==> src/rtl/fifo_pkg.sv <==
// ============================================================================
// Module : fifo_pkg
// Brief  : Width helpers shared by the ring FIFO and its storage array.
// Rev    : 1.0  initial release
// ============================================================================
`default_nettype none

package fifo_pkg;

  // Pointer width; a depth of 1 still needs one address bit.
  function automatic int ptr_w(input int depth);
    return (depth > 1) ? $clog2(depth) : 1;
  endfunction

  // Occupancy width: must represent 0..depth inclusive.
  function automatic int cnt_w(input int depth);
    return $clog2(depth) + 1;
  endfunction

endpackage

`default_nettype wire

==> src/rtl/fifo_ram.sv <==
// ============================================================================
// Module : fifo_ram
// Brief  : DATA_WIDTH x FIFO_DEPTH array, one synchronous write port and one
//          asynchronous read port. Contents are not reset.
// Rev    : 1.0  initial release
// ============================================================================
`default_nettype none

module fifo_ram
  import fifo_pkg::*;
#(
  parameter int DATA_WIDTH = 8,
  parameter int FIFO_DEPTH = 4
) (
  input  logic                           clk,
  input  logic                           we_i,
  input  logic [ptr_w(FIFO_DEPTH)-1:0]   waddr_i,
  input  logic [DATA_WIDTH-1:0]          wdata_i,
  input  logic [ptr_w(FIFO_DEPTH)-1:0]   raddr_i,
  output logic [DATA_WIDTH-1:0]          rdata_o
);

  logic [DATA_WIDTH-1:0] mem_q [FIFO_DEPTH];

  always_ff @(posedge clk) begin
    if (we_i) begin
      mem_q[waddr_i] <= wdata_i;
    end
  end

  assign rdata_o = mem_q[raddr_i];

endmodule

`default_nettype wire

==> src/rtl/fifo_ring.sv <==
// ============================================================================
// Module : fifo_ring
// Brief  : Circular-buffer FIFO with occupancy, watermark and sticky error
//          flags. Define FIFO_FWFT_EN for first-word-fall-through reads;
//          otherwise reads are registered (data one cycle after rd_en).
// Rev    : 1.0  initial release
// ============================================================================
`default_nettype none

module fifo_ring
  import fifo_pkg::*;
#(
  parameter int DATA_WIDTH    = 8,
  parameter int FIFO_DEPTH    = 4,
  parameter int AFULL_THRESH  = FIFO_DEPTH - 1,
  parameter int AEMPTY_THRESH = 1
) (
  input  logic                          clk,
  input  logic                          reset,
  input  logic                          wr_en,
  input  logic [DATA_WIDTH-1:0]         wr_data,
  output logic                          wr_ready,
  input  logic                          rd_en,
  output logic [DATA_WIDTH-1:0]         rd_data,
  output logic                          rd_val,
  output logic [cnt_w(FIFO_DEPTH)-1:0]  count,
  output logic                          almost_full,
  output logic                          almost_empty,
  output logic                          overflow,
  output logic                          underflow
);

  localparam int PW = ptr_w(FIFO_DEPTH);
  localparam int CW = cnt_w(FIFO_DEPTH);

  logic [PW-1:0]         wr_ptr_q, wr_ptr_d;
  logic [PW-1:0]         rd_ptr_q, rd_ptr_d;
  logic [CW-1:0]         count_q, count_d;
  logic                  overflow_q, overflow_d;
  logic                  underflow_q, underflow_d;
  logic                  empty, wr_acc, rd_acc;
  logic [DATA_WIDTH-1:0] ram_rdata;

  // Status depends only on the registered count, never on same-cycle reads.
  assign empty        = (count_q == '0);
  assign wr_ready     = (count_q != CW'(FIFO_DEPTH));
  assign almost_full  = (int'(count_q) >= AFULL_THRESH);
  assign almost_empty = (int'(count_q) <= AEMPTY_THRESH);
  assign count        = count_q;
  assign overflow     = overflow_q;
  assign underflow    = underflow_q;

  assign wr_acc = wr_en & wr_ready;
  assign rd_acc = rd_en & ~empty;

  always_comb begin
    wr_ptr_d    = wr_ptr_q;
    rd_ptr_d    = rd_ptr_q;
    count_d     = count_q;
    overflow_d  = overflow_q  | (wr_en & ~wr_ready);
    underflow_d = underflow_q | (rd_en & empty);
    if (wr_acc) begin
      wr_ptr_d = wr_ptr_q + PW'(1);
    end
    if (rd_acc) begin
      rd_ptr_d = rd_ptr_q + PW'(1);
    end
    case ({wr_acc, rd_acc})
      2'b10:   count_d = count_q + CW'(1);
      2'b01:   count_d = count_q - CW'(1);
      default: count_d = count_q;
    endcase
  end

  always_ff @(posedge clk or posedge reset) begin
    if (reset) begin
      wr_ptr_q    <= '0;
      rd_ptr_q    <= '0;
      count_q     <= '0;
      overflow_q  <= 1'b0;
      underflow_q <= 1'b0;
    end else begin
      wr_ptr_q    <= wr_ptr_d;
      rd_ptr_q    <= rd_ptr_d;
      count_q     <= count_d;
      overflow_q  <= overflow_d;
      underflow_q <= underflow_d;
    end
  end

  fifo_ram #(
    .DATA_WIDTH (DATA_WIDTH),
    .FIFO_DEPTH (FIFO_DEPTH)
  ) u_ram (
    .clk     (clk),
    .we_i    (wr_acc),
    .waddr_i (wr_ptr_q),
    .wdata_i (wr_data),
    .raddr_i (rd_ptr_q),
    .rdata_o (ram_rdata)
  );

`ifdef FIFO_FWFT_EN
  // Head entry is always visible; gated so reset clears rd_data at once.
  assign rd_val  = ~empty;
  assign rd_data = empty ? '0 : ram_rdata;
`else
  logic                  rd_val_q, rd_val_d;
  logic [DATA_WIDTH-1:0] rd_data_q, rd_data_d;

  always_comb begin
    rd_val_d  = rd_acc;
    rd_data_d = rd_data_q;
    if (rd_acc) begin
      rd_data_d = ram_rdata;
    end
  end

  always_ff @(posedge clk or posedge reset) begin
    if (reset) begin
      rd_val_q  <= 1'b0;
      rd_data_q <= '0;
    end else begin
      rd_val_q  <= rd_val_d;
      rd_data_q <= rd_data_d;
    end
  end

  assign rd_val  = rd_val_q;
  assign rd_data = rd_data_q;
`endif

endmodule

`default_nettype wire

==> config.mk <==
export PLATFORM = sky130hd
export DESIGN_NAME = fifo_ring
export DESIGN_NICKNAME = d
export VERILOG_FILES = /design/src/rtl/fifo_pkg.sv /design/src/rtl/fifo_ram.sv /design/src/rtl/fifo_ring.sv
export SDC_FILE = /design/constraint.sdc
export NUM_CORES = 1
export LEC_CHECK = 0
export CAP_MARGIN = 25
export CORE_ASPECT_RATIO = 1.1
export CORE_MARGIN = 1
export CORE_UTILIZATION = 40
export CTS_CLUSTER_DIAMETER = 200
export CTS_CLUSTER_SIZE = 40
export DETAILED_ROUTE_END_ITERATION = 6
export GPL_ROUTABILITY_DRIVEN = 1
export PLACE_DENSITY = 0.65
export RECOVER_POWER = 25
export SLEW_MARGIN = 0
export SYNTH_ARGS = -nofsm -noshare
export SYNTH_HDL_FRONTEND = slang
export SYNTH_SLANG_ARGS = --single-unit
==> constraint.sdc <==
create_clock -name clk -period 4.9 [get_ports clk]
set_input_delay 0.98 -clock clk [delete_from_list [all_inputs] [get_ports clk]]
set_output_delay 0.98 -clock clk [all_outputs]
set_load 0.01 [all_outputs]
==> impl_metrics.ini <==
[routing]
wl_per_cell_microns = 17.3
first_pass_iters = 7
wl_microns = 3550
via_per_inst = 5.15
vias = 1056
drc = 0
ant_nets = 0
drtIter0Drc = 43

[min_path]
worst_hold_path_type = reg -> reg
hp-start = underflow$_DFF_PP0_

[setup_path]
cp-end-kind = primary output
cp-start-kind = register
arrival_ns = 1.92
required_ns = 3.92
worstPathMaxFanout = 7
critPathKind = reg -> out
startpoint = count[0]$_DFFE_PP0P_
rr_startpoint = count[0]$_DFFE_PP0P_

[clocking]
cts_buffer_depth = 2
cts_setup_buffers = 0
cts_tree = yes
cts-htree-levels = 2
path_clk_slew_ns = 0.09
numCtsBuffers = 5
root_buffer = clkbuf_8
clock-sinks = 50
post_cts_resized = 0
cts.hold.buffers_added = 0
clock_insertion_delay_worst_skew_ns = 0.30

[floorplan]
start_util_pct = 42.6
core_sq_mm = 0.00475
rows = 26
pin_count = 29
dieArea_sq_mm = 0.00535
die_y_microns = 76.6
dieWidth_microns = 69.8

[placed_design]
dp_hpwl_microns = 2370
gp_congestion = 0.804
io_buffer_count = 28

[global_route]
grt_pass1_wl_microns = 5640
grt_max_degree = 19
grt_pass1_vias = 1166
grtUsageTotal_pct = 14.3
antenna_found_initial = 0
gr-total-overflow = 0

[timing]
min_period_ns = 2.90
holdWs_ns = 0.478
fin_worst_skew_ns = 0.00568
fmax_mhz = 345
hold_viol = 0
finalCritPeriodShare_pct = 59.1
maxSlewHeadroom_pct = 51.2
drv_slew = 0
worstMarginPinSlew_ns = 0.731
rsz0062_at_grt = false
tns_ns = 0
setup_viol = 0

[yosys]
yosys_warnings = 0
synth.net_count = 137
synth-seq-cells = 50
synth-seq-area-share_pct = 69.7
synth_cell_types = 20
netlist_instances = 115
syn_area_sq_mm = 0.00202
syn_avg_cell_area_sq_um = 17.6

[layout]
num_antenna_cells = 0
final_common_cell = edfxtp_1
most-common-layout-cells = edfxtp_1, clkdlybuf4s50_1, dfrtp_1
drive_gt1_share_pct = 16.8
layout-area-overhead-vs-synth_pct = 22.0
nNetsFinal = 170

[status]
status = complete, no violations

[power_and_ir_drop]
powerDensity_mw_per_mm2 = 607
p_leak_uw = 0.000936
peakVddDrop_mv = 0.226

[run]
maxCapViolCount = 0
## cells by family (layout without fill, tap and decap cells)
logic type	Yosys count	in the layout	share of synthesized area, %
buffers and inverters	11	45	2.41
AO/OA/AOI/OAI	9	9	2.72
adder cells (fa/ha/maj)	10	10	6.18
AND/OR/NAND/NOR	14	14	3.46
multiplexers	16	16	13.3
flip-flops	50	50	69.7
XOR/XNOR	5	5	2.16
## cells in the mapped netlist
| cell type | n | area [sq um] |
|---|---|---|
| o21ai_0 | 3 | 15.0 |
| nand3_1 | 2 | 10.0 |
| clkbuf_1 | 1 | 3.75 |
| dfrtp_1 | 18 | 450 |
| and2_1 | 1 | 6.26 |
| nor2_1 | 3 | 11.3 |
| a31o_2 | 2 | 17.5 |
| edfxtp_1 | 32 | 961 |
| mux4_2 | 8 | 180 |
| ha_1 | 10 | 125 |
| o22ai_1 | 1 | 6.26 |
| buf_6 | 1 | 11.3 |
| nand2b_1 | 1 | 6.26 |
| a31oi_1 | 1 | 6.26 |
| inv_1 | 9 | 33.8 |
| nand2_1 | 3 | 11.3 |
| xnor2_1 | 5 | 43.8 |
| mux2_2 | 8 | 90.1 |
| a21oi_1 | 2 | 10.0 |
| and3_1 | 4 | 25.0 |
## worst paths after layout
check                                           to  slack [ns]  depth (start not counted)
setup / recovery                          wr_ready        2.00                          4
max in group asynchronous  wr_ptr_q[0]$_DFFE_PP0P_        3.34                          2
hold reg to reg                underflow$_DFF_PP0_        0.48                          1
min in group asynchronous   rd_data[5]$_DFFE_PP0P_        1.09                          2
hold / removal                 underflow$_DFF_PP0_        0.48                          1
setup reg to reg              count[2]$_DFFE_PP0P_        2.70                          8
## flip-flops by register name, summed over array words and instances, names as in the netlist
| signal | count |
|---|---|
| underflow | 1 |
| wr_ptr_q | 2 |
| u_ram.mem_q | 32 |
| count | 3 |
| rd_val | 1 |
| overflow | 1 |
| rd_ptr_q | 2 |
| rd_data | 8 |
## report_power, final
group	switching, uW	total, uW	internal (uW)	leakage, uW
Combinational	230	536	307	0.000384
Clock	133	285	152	0.0000514
Sequential	99.5	679	579	0.000501
Total	462	1500	1040	0.000936
## final cells by class
class                      count  area (sq um)
inverter                       9          33.8
clock inverter                 2          37.5
tap                           56          70.1
clock buffer                   6          72.6
timing repair buffer          28           280
multi-input combinational     54           564
fill                         389          2280
sequential                    50          1410
## critical path: stages (launching register included)
cell and delay, ns:
dfrtp_1 0.47, inv_1 0.13, ha_1 0.27, nand2_1 0.18
clkdlybuf4s50_1 0.57
## metrics by stage
step / utilization [%] / total power [uW] / setup slack, ns / std cells / cell area [sq um]
finish: 52.0 / 1500 / 2.00 / 205 / 2470
global route: 52.0 / 1590 / 1.94 / 205 / 2470
CTS: 52.0 / 1520 / 2.01 / 205 / 2470
detailed placement: 49.7 / 1230 / 2.24 / 197 / 2360
global placement: 49.7 / 1210 / 2.31 / 197 / 2360
floorplan: - / 999 / 2.89 / 115 / 2020
## routing by layer
metal  up-vias  routed length (microns)  track usage (%)
met5         -                        0                0
met1       531                     1560             16.9
li1        489                        -                -
met4         0                       93             8.20
met3        11                      118             3.84
met2        25                     1770             23.5
(Power assumes the default switching activity.)
==> variant 1 (same settings) <==
`rd_data_q` no longer has a reset.
--- a/src/rtl/fifo_ring.sv
+++ b/src/rtl/fifo_ring.sv
@@ -120,9 +120,11 @@
     if (reset) begin
       rd_val_q  <= 1'b0;
-      rd_data_q <= '0;
     end else begin
       rd_val_q  <= rd_val_d;
-      rd_data_q <= rd_data_d;
     end
+  end
+
+  always_ff @(posedge clk) begin
+    rd_data_q <= rd_data_d;
   end
 
Formal check against the unedited RTL: differs if reset is asserted again (counterexample within 4 cycles, from zero or initial values and one cycle with reset high); with reset held inactive, the same outputs for 10 cycles.
==> variant 1 against the original RTL <==
Sequential cell count did not move. Final cell count shrank 4.4%. Power fell by 7.4%. Cell area down 2.7%. Area after synthesis fell by 2.3%. Die area down 2.3%. Via count down 4.3%. Clock skew rose by 0.0033 ns. Non-clock buffer count did not move. Sequential power rose by 0.9%. Routed wire length is 7.2% lower. Setup slack improved by 0.058 ns. Highest routed layer unchanged.
==> variant 1: results (changes against the original RTL) <==
Routing
  – Drt pass-1 iters: 4 (-3)
  – Starting DRT DRC Count: 36 (-16%)
  – Mean number of vias per cell: 5.158 (+0.13%)
  – Routed WL per cell: 16.79 um (-3.0%)

Placement
  – Gpl congestion: 0.6862 (-15%)
  – Pre-CTS WS: 2.129 ns (-0.1139 ns)
  – IO Port Bufs: 28 (unchanged)
  – Post-DP HPWL: 2.351 mm (-0.93%)

CTS
  – Post-CTS Setup Inserts: 0 (unchanged)
  – Root Buffer: clkbuf_8
  – Worst-Skew Late Latency: 0.30 ns (about the same)
  – Clock transition at path regs: 0.09 ns (about the same)
  – Total CTS buffers: 5 (unchanged)
  – Clk buf depth: 2 (unchanged)
  – Post_cts resized: 0 (unchanged)
  – H-tree levels: 2 (unchanged)

Logic synthesis
  – Most frequent cells after synthesis: edfxtp_1, dfrtp_1, ha_1
  – Seq/Total Area, Yosys: 73.42% (+3.7 points)
  – Yosys Warn Count: 0 (unchanged)
  – Syn Nets: 128 (-6.6%)
  – Largest cells by area after synthesis: edfxtp_1, dfrtp_1, mux4_2
  – EDFF count, synth: 40 (+25%)
  – Asr flop ratio synth: 20.00% (-16 points)
  – Yosys cell types: 22 (+10%)
  – Post-synth top flop: edfxtp_1

Critical path
  – CP max stage delay: 0.55 ns (-0.02 ns)
  – Cell family with most CP delay: buffers and inverters
  – Crit-path max FO: 7 (unchanged)
  – Slowest cell on the critical path: clkdlybuf4s50_1
  – Crit path DAT: 1.86 ns (-0.06 ns)

Power and ir drop
  – Pleak: 0.0008717 uW (-6.8%)
  – Peak supply drop: 0.0002855 V (+26%)

Final layout
  – Max reg flops: 32 (unchanged)
  – Layout cell share with drive strength beyond 1: 13.57% (-3.2 points)
  – # diodes: 0 (unchanged)
  – Fill cells: 405 (+4.1%)
  – NumNets Final: 161 (-5.3%)
  – Most flops, register: u_ram.mem_q

Global route
  – Number of global-route vias before repair: 1062 (-8.9%)
  – Pin count of the biggest net entering global routing: 18 (-1)
  – Initial antenna violation count: 0 (unchanged)
  – First-pass GRT wire length: 5.271 mm (-6.6%)
  – Total GRT Usage: 13.78% (-0.53 points)

Status
  – Status: finished clean

Min path
  – HP Class: reg2reg

Timing
  – Slew Limit Headroom: 61.12% (+9.9 points)
  – Clock Skew: 0.009014 ns (+0.003337 ns)
## variant 1: changes by cell type after synthesis, moves of 2 or more
cell / unedited run / this run
mux2_2: 8 / 0
nand2_1: 3 / 1
dfrtp_1: 18 / 10
edfxtp_1: 32 / 40
## variant 1: cells by family after synthesis
family / count (synthesis) / synth area share [%]
adders and majority gates: 10 / 6.329
and+or+nand+nor: 14 / 3.797
muxes: 8 / 9.114
xor gates and xnor gates: 5 / 2.215
DFF: 50 / 73.42
AOI/OAI and AO/OA: 9 / 2.785
buffers and inverters: 10 / 2.342
## variant 1: cell type report
type	instances	area, um2	area share (%)
flip-flops and latches	50	1451	60.39
inverters	8	30.03	1.249
clock inverters	3	23.77	0.9891
clock buffers	5	68.82	2.863
multi-input cells	46	479.2	19.94
repair buffers	28	280.3	11.66
well taps	56	70.07	2.915
## variant 1: per-layer routing
layer | up-vias | share of wire, % | track usage (%)
met1 | 515 | 42 | 15.86
met2 | 26 | 54 | 24.49
li1 | 466 | - | -
met4 | 0 | 0.94 | 4.989
met5 | - | 0 | 0
met3 | 4 | 3.8 | 4.630
## variant 1: where the power goes
part	total (uW)	leakage (uW)	internal (uW)	switching, uW
clock network	241	0.0000408	102	139
logic	463	0.000347	255	207
registers	685	0.000484	599	86.1
total	1390	0.000872	957	433
## variant 1: stage by stage
stage / instances / util [%] / total power [uW] / cell area, um2
floorplan: 106 / - / 965.4 / 1977
finish: 196 / 51.31 / 1389 / 2404
global placement: 188 / 49.33 / 1155 / 2311
global route: 196 / 51.31 / 1476 / 2404
CTS: 196 / 51.31 / 1411 / 2404
detailed placement: 188 / 49.33 / 1172 / 2311
## variant 1: final timing paths
check	startpoint	end	cells after the start	slack [ns]
hold / removal	overflow$_DFF_PP0_	overflow$_DFF_PP0_	1	0.48
setup reg to reg	count[0]$_DFFE_PP0P_	count[2]$_DFFE_PP0P_	7	2.67
hold reg to reg	overflow$_DFF_PP0_	overflow$_DFF_PP0_	1	0.48
setup / recovery	count[0]$_DFFE_PP0P_	wr_ready	4	2.06
max in group asynchronous	reset	wr_ptr_q[1]$_DFFE_PP0P_	2	3.52
min in group asynchronous	reset	rd_val$_DFF_PP0_	2	1.09
==> variant 2 (same flow settings) <==
Without the edit above. Add a define of `FIFO_FWFT_EN`.
--- a/src/rtl/fifo_ring.sv
+++ b/src/rtl/fifo_ring.sv
@@ -7,4 +7,6 @@
 // ============================================================================
 `default_nettype none
+
+`define FIFO_FWFT_EN
 
 module fifo_ring
Check against the original RTL: not equivalent (Yosys sat finds a counterexample within 4 cycles, from zero or initial values and one cycle with reset high).
==> variant 2 against the original RTL <==
Fmax down 9.2%. Area after synthesis down 11%. Highest routed layer unchanged. Cell area down 8.8%. Via count down 6.2%. Sequential cell count down 9. Critical path type unchanged. Clock skew down 0.0021 ns. Setup slack worse by 0.29 ns. Power down 2.8%. Routed wire length down 20%.
==> variant 2: results (changes against the original RTL) <==
Final layout
  – NumNets Final: 170 (unchanged)
  – Layout cell share with drive strength beyond 1: 12.08% (-4.7 points)
  – Fill cells: 374 (-3.9%)

Placement
  – Post-DP HPWL: 2.013 mm (-15%)
  – Pre-CTS WS: 1.978 ns (-0.2645 ns)
  – Cells after DPL: 195 (-1.0%)
  – Gpl congestion: 0.7374 (-8.3%)
  – DP Area: 2115 um2 (-10%)

Power and ir drop
  – Pleak: 0.0008818 uW (-5.8%)

Logic synthesis
  – Post-synthesis cell count: 116 (+0.87%)
  – Syn Nets: 138 (+0.73%)
  – Most frequent cells after synthesis: edfxtp_1, mux2i_1, ha_1
  – Largest cells by area after synthesis: edfxtp_1, dfrtp_1, mux2i_1
  – Seq/Total Area, Yosys: 66.02% (-3.7 points)
  – Asr flop ratio synth: 21.95% (-14 points)

Routing
  – WL met1: 1.205 mm (-23%)
  – Routed Wire Length: 2.842 mm (-20%)
  – Starting DRT DRC Count: 30 (-30%)
  – Met2 WL: 1.492 mm (-16%)
  – Via count: 991 (-6.2%)
  – Routed met3 length: 108 um (-8.5%)

Global route
  – Number of global-route vias before repair: 1001 (-14%)
  – First-pass GRT wire length: 4.636 mm (-18%)
  – Total GRT Usage: 13.71% (-0.59 points)

Critical path
  – Crit path DAT: 2.21 ns (+0.29 ns)
  – Crit-path max FO: 18 (+11)

Timing
  – Slew @ Worst Pin: 0.9556 ns (+0.2241 ns)
  – Clock Skew: 0.003613 ns (-0.002064 ns)

Status
  – Status: finished clean
[variant 2: logic make-up after synthesis]
family                   synth area share, %
adder cells (fa/ha/maj)                6.964
AO/OA/AOI/OAI                          6.198
flip-flops                             66.02
AND/OR/NAND/NOR                        5.710
XOR/XNOR                               2.855
multiplexers                           8.913
buffers and inverters                  3.343
[variant 2: metrics by stage]
stage | utilization (%) | hold slack [ns]
after detailed placement | 48.99 | 0.4652
after global routing | 52.17 | 0.5111
after global placement | 48.99 | 0.4590
final | 52.17 | 0.4807
after CTS | 52.17 | 0.4882
after floorplan | - | 0.4762
[variant 2: cell type report]
class	instances	area share, %
multi-input cells	64	24.44
well taps	54	3.000
clock inverters	3	3.056
repair buffers	28	12.44
flip-flops and latches	41	52.67
clock buffers	5	3.056
inverters	8	1.333
[variant 2: path summary, 6_finish.rpt]
check,slack (ns),startpoint,cells after the start,end
worst max-delay path,1.71,rd_ptr_q[0]$_DFFE_PP0P_,3,rd_data[6]
worst min-delay path,0.48,underflow$_DFF_PP0_,1,underflow$_DFF_PP0_
worst max register to register,3.00,count[0]$_DFFE_PP0P_,9,count[2]$_DFFE_PP0P_
worst min register to register,0.48,underflow$_DFF_PP0_,1,underflow$_DFF_PP0_
max in group asynchronous,3.54,reset,2,wr_ptr_q[1]$_DFFE_PP0P_
min in group asynchronous,1.10,reset,2,underflow$_DFF_PP0_
[variant 2: power groups by stage]
stage | Sequential [uW] | Combinational [uW] | Clock [uW]
finish | 545 | 597 | 316
global route | 559 | 657 | 337
CTS | 549 | 608 | 323
detailed placement | 556 | 606 | 0
global placement | 551 | 592 | 0
floorplan | 517 | 398 | 0
[variant 2: worst max-delay path, cell delays in order (launching register included)]
cell	delay, ns
dfrtp_1	0.97
mux2i_1	0.19
o22ai_1	0.20
clkdlybuf4s50_1	0.56
[variant 2: routing by layer]
metal,up-vias,track usage [%]
met3,5,5.189
met2,17,23.13
met5,-,0
met1,477,16.02
li1,492,-
met4,0,4.348
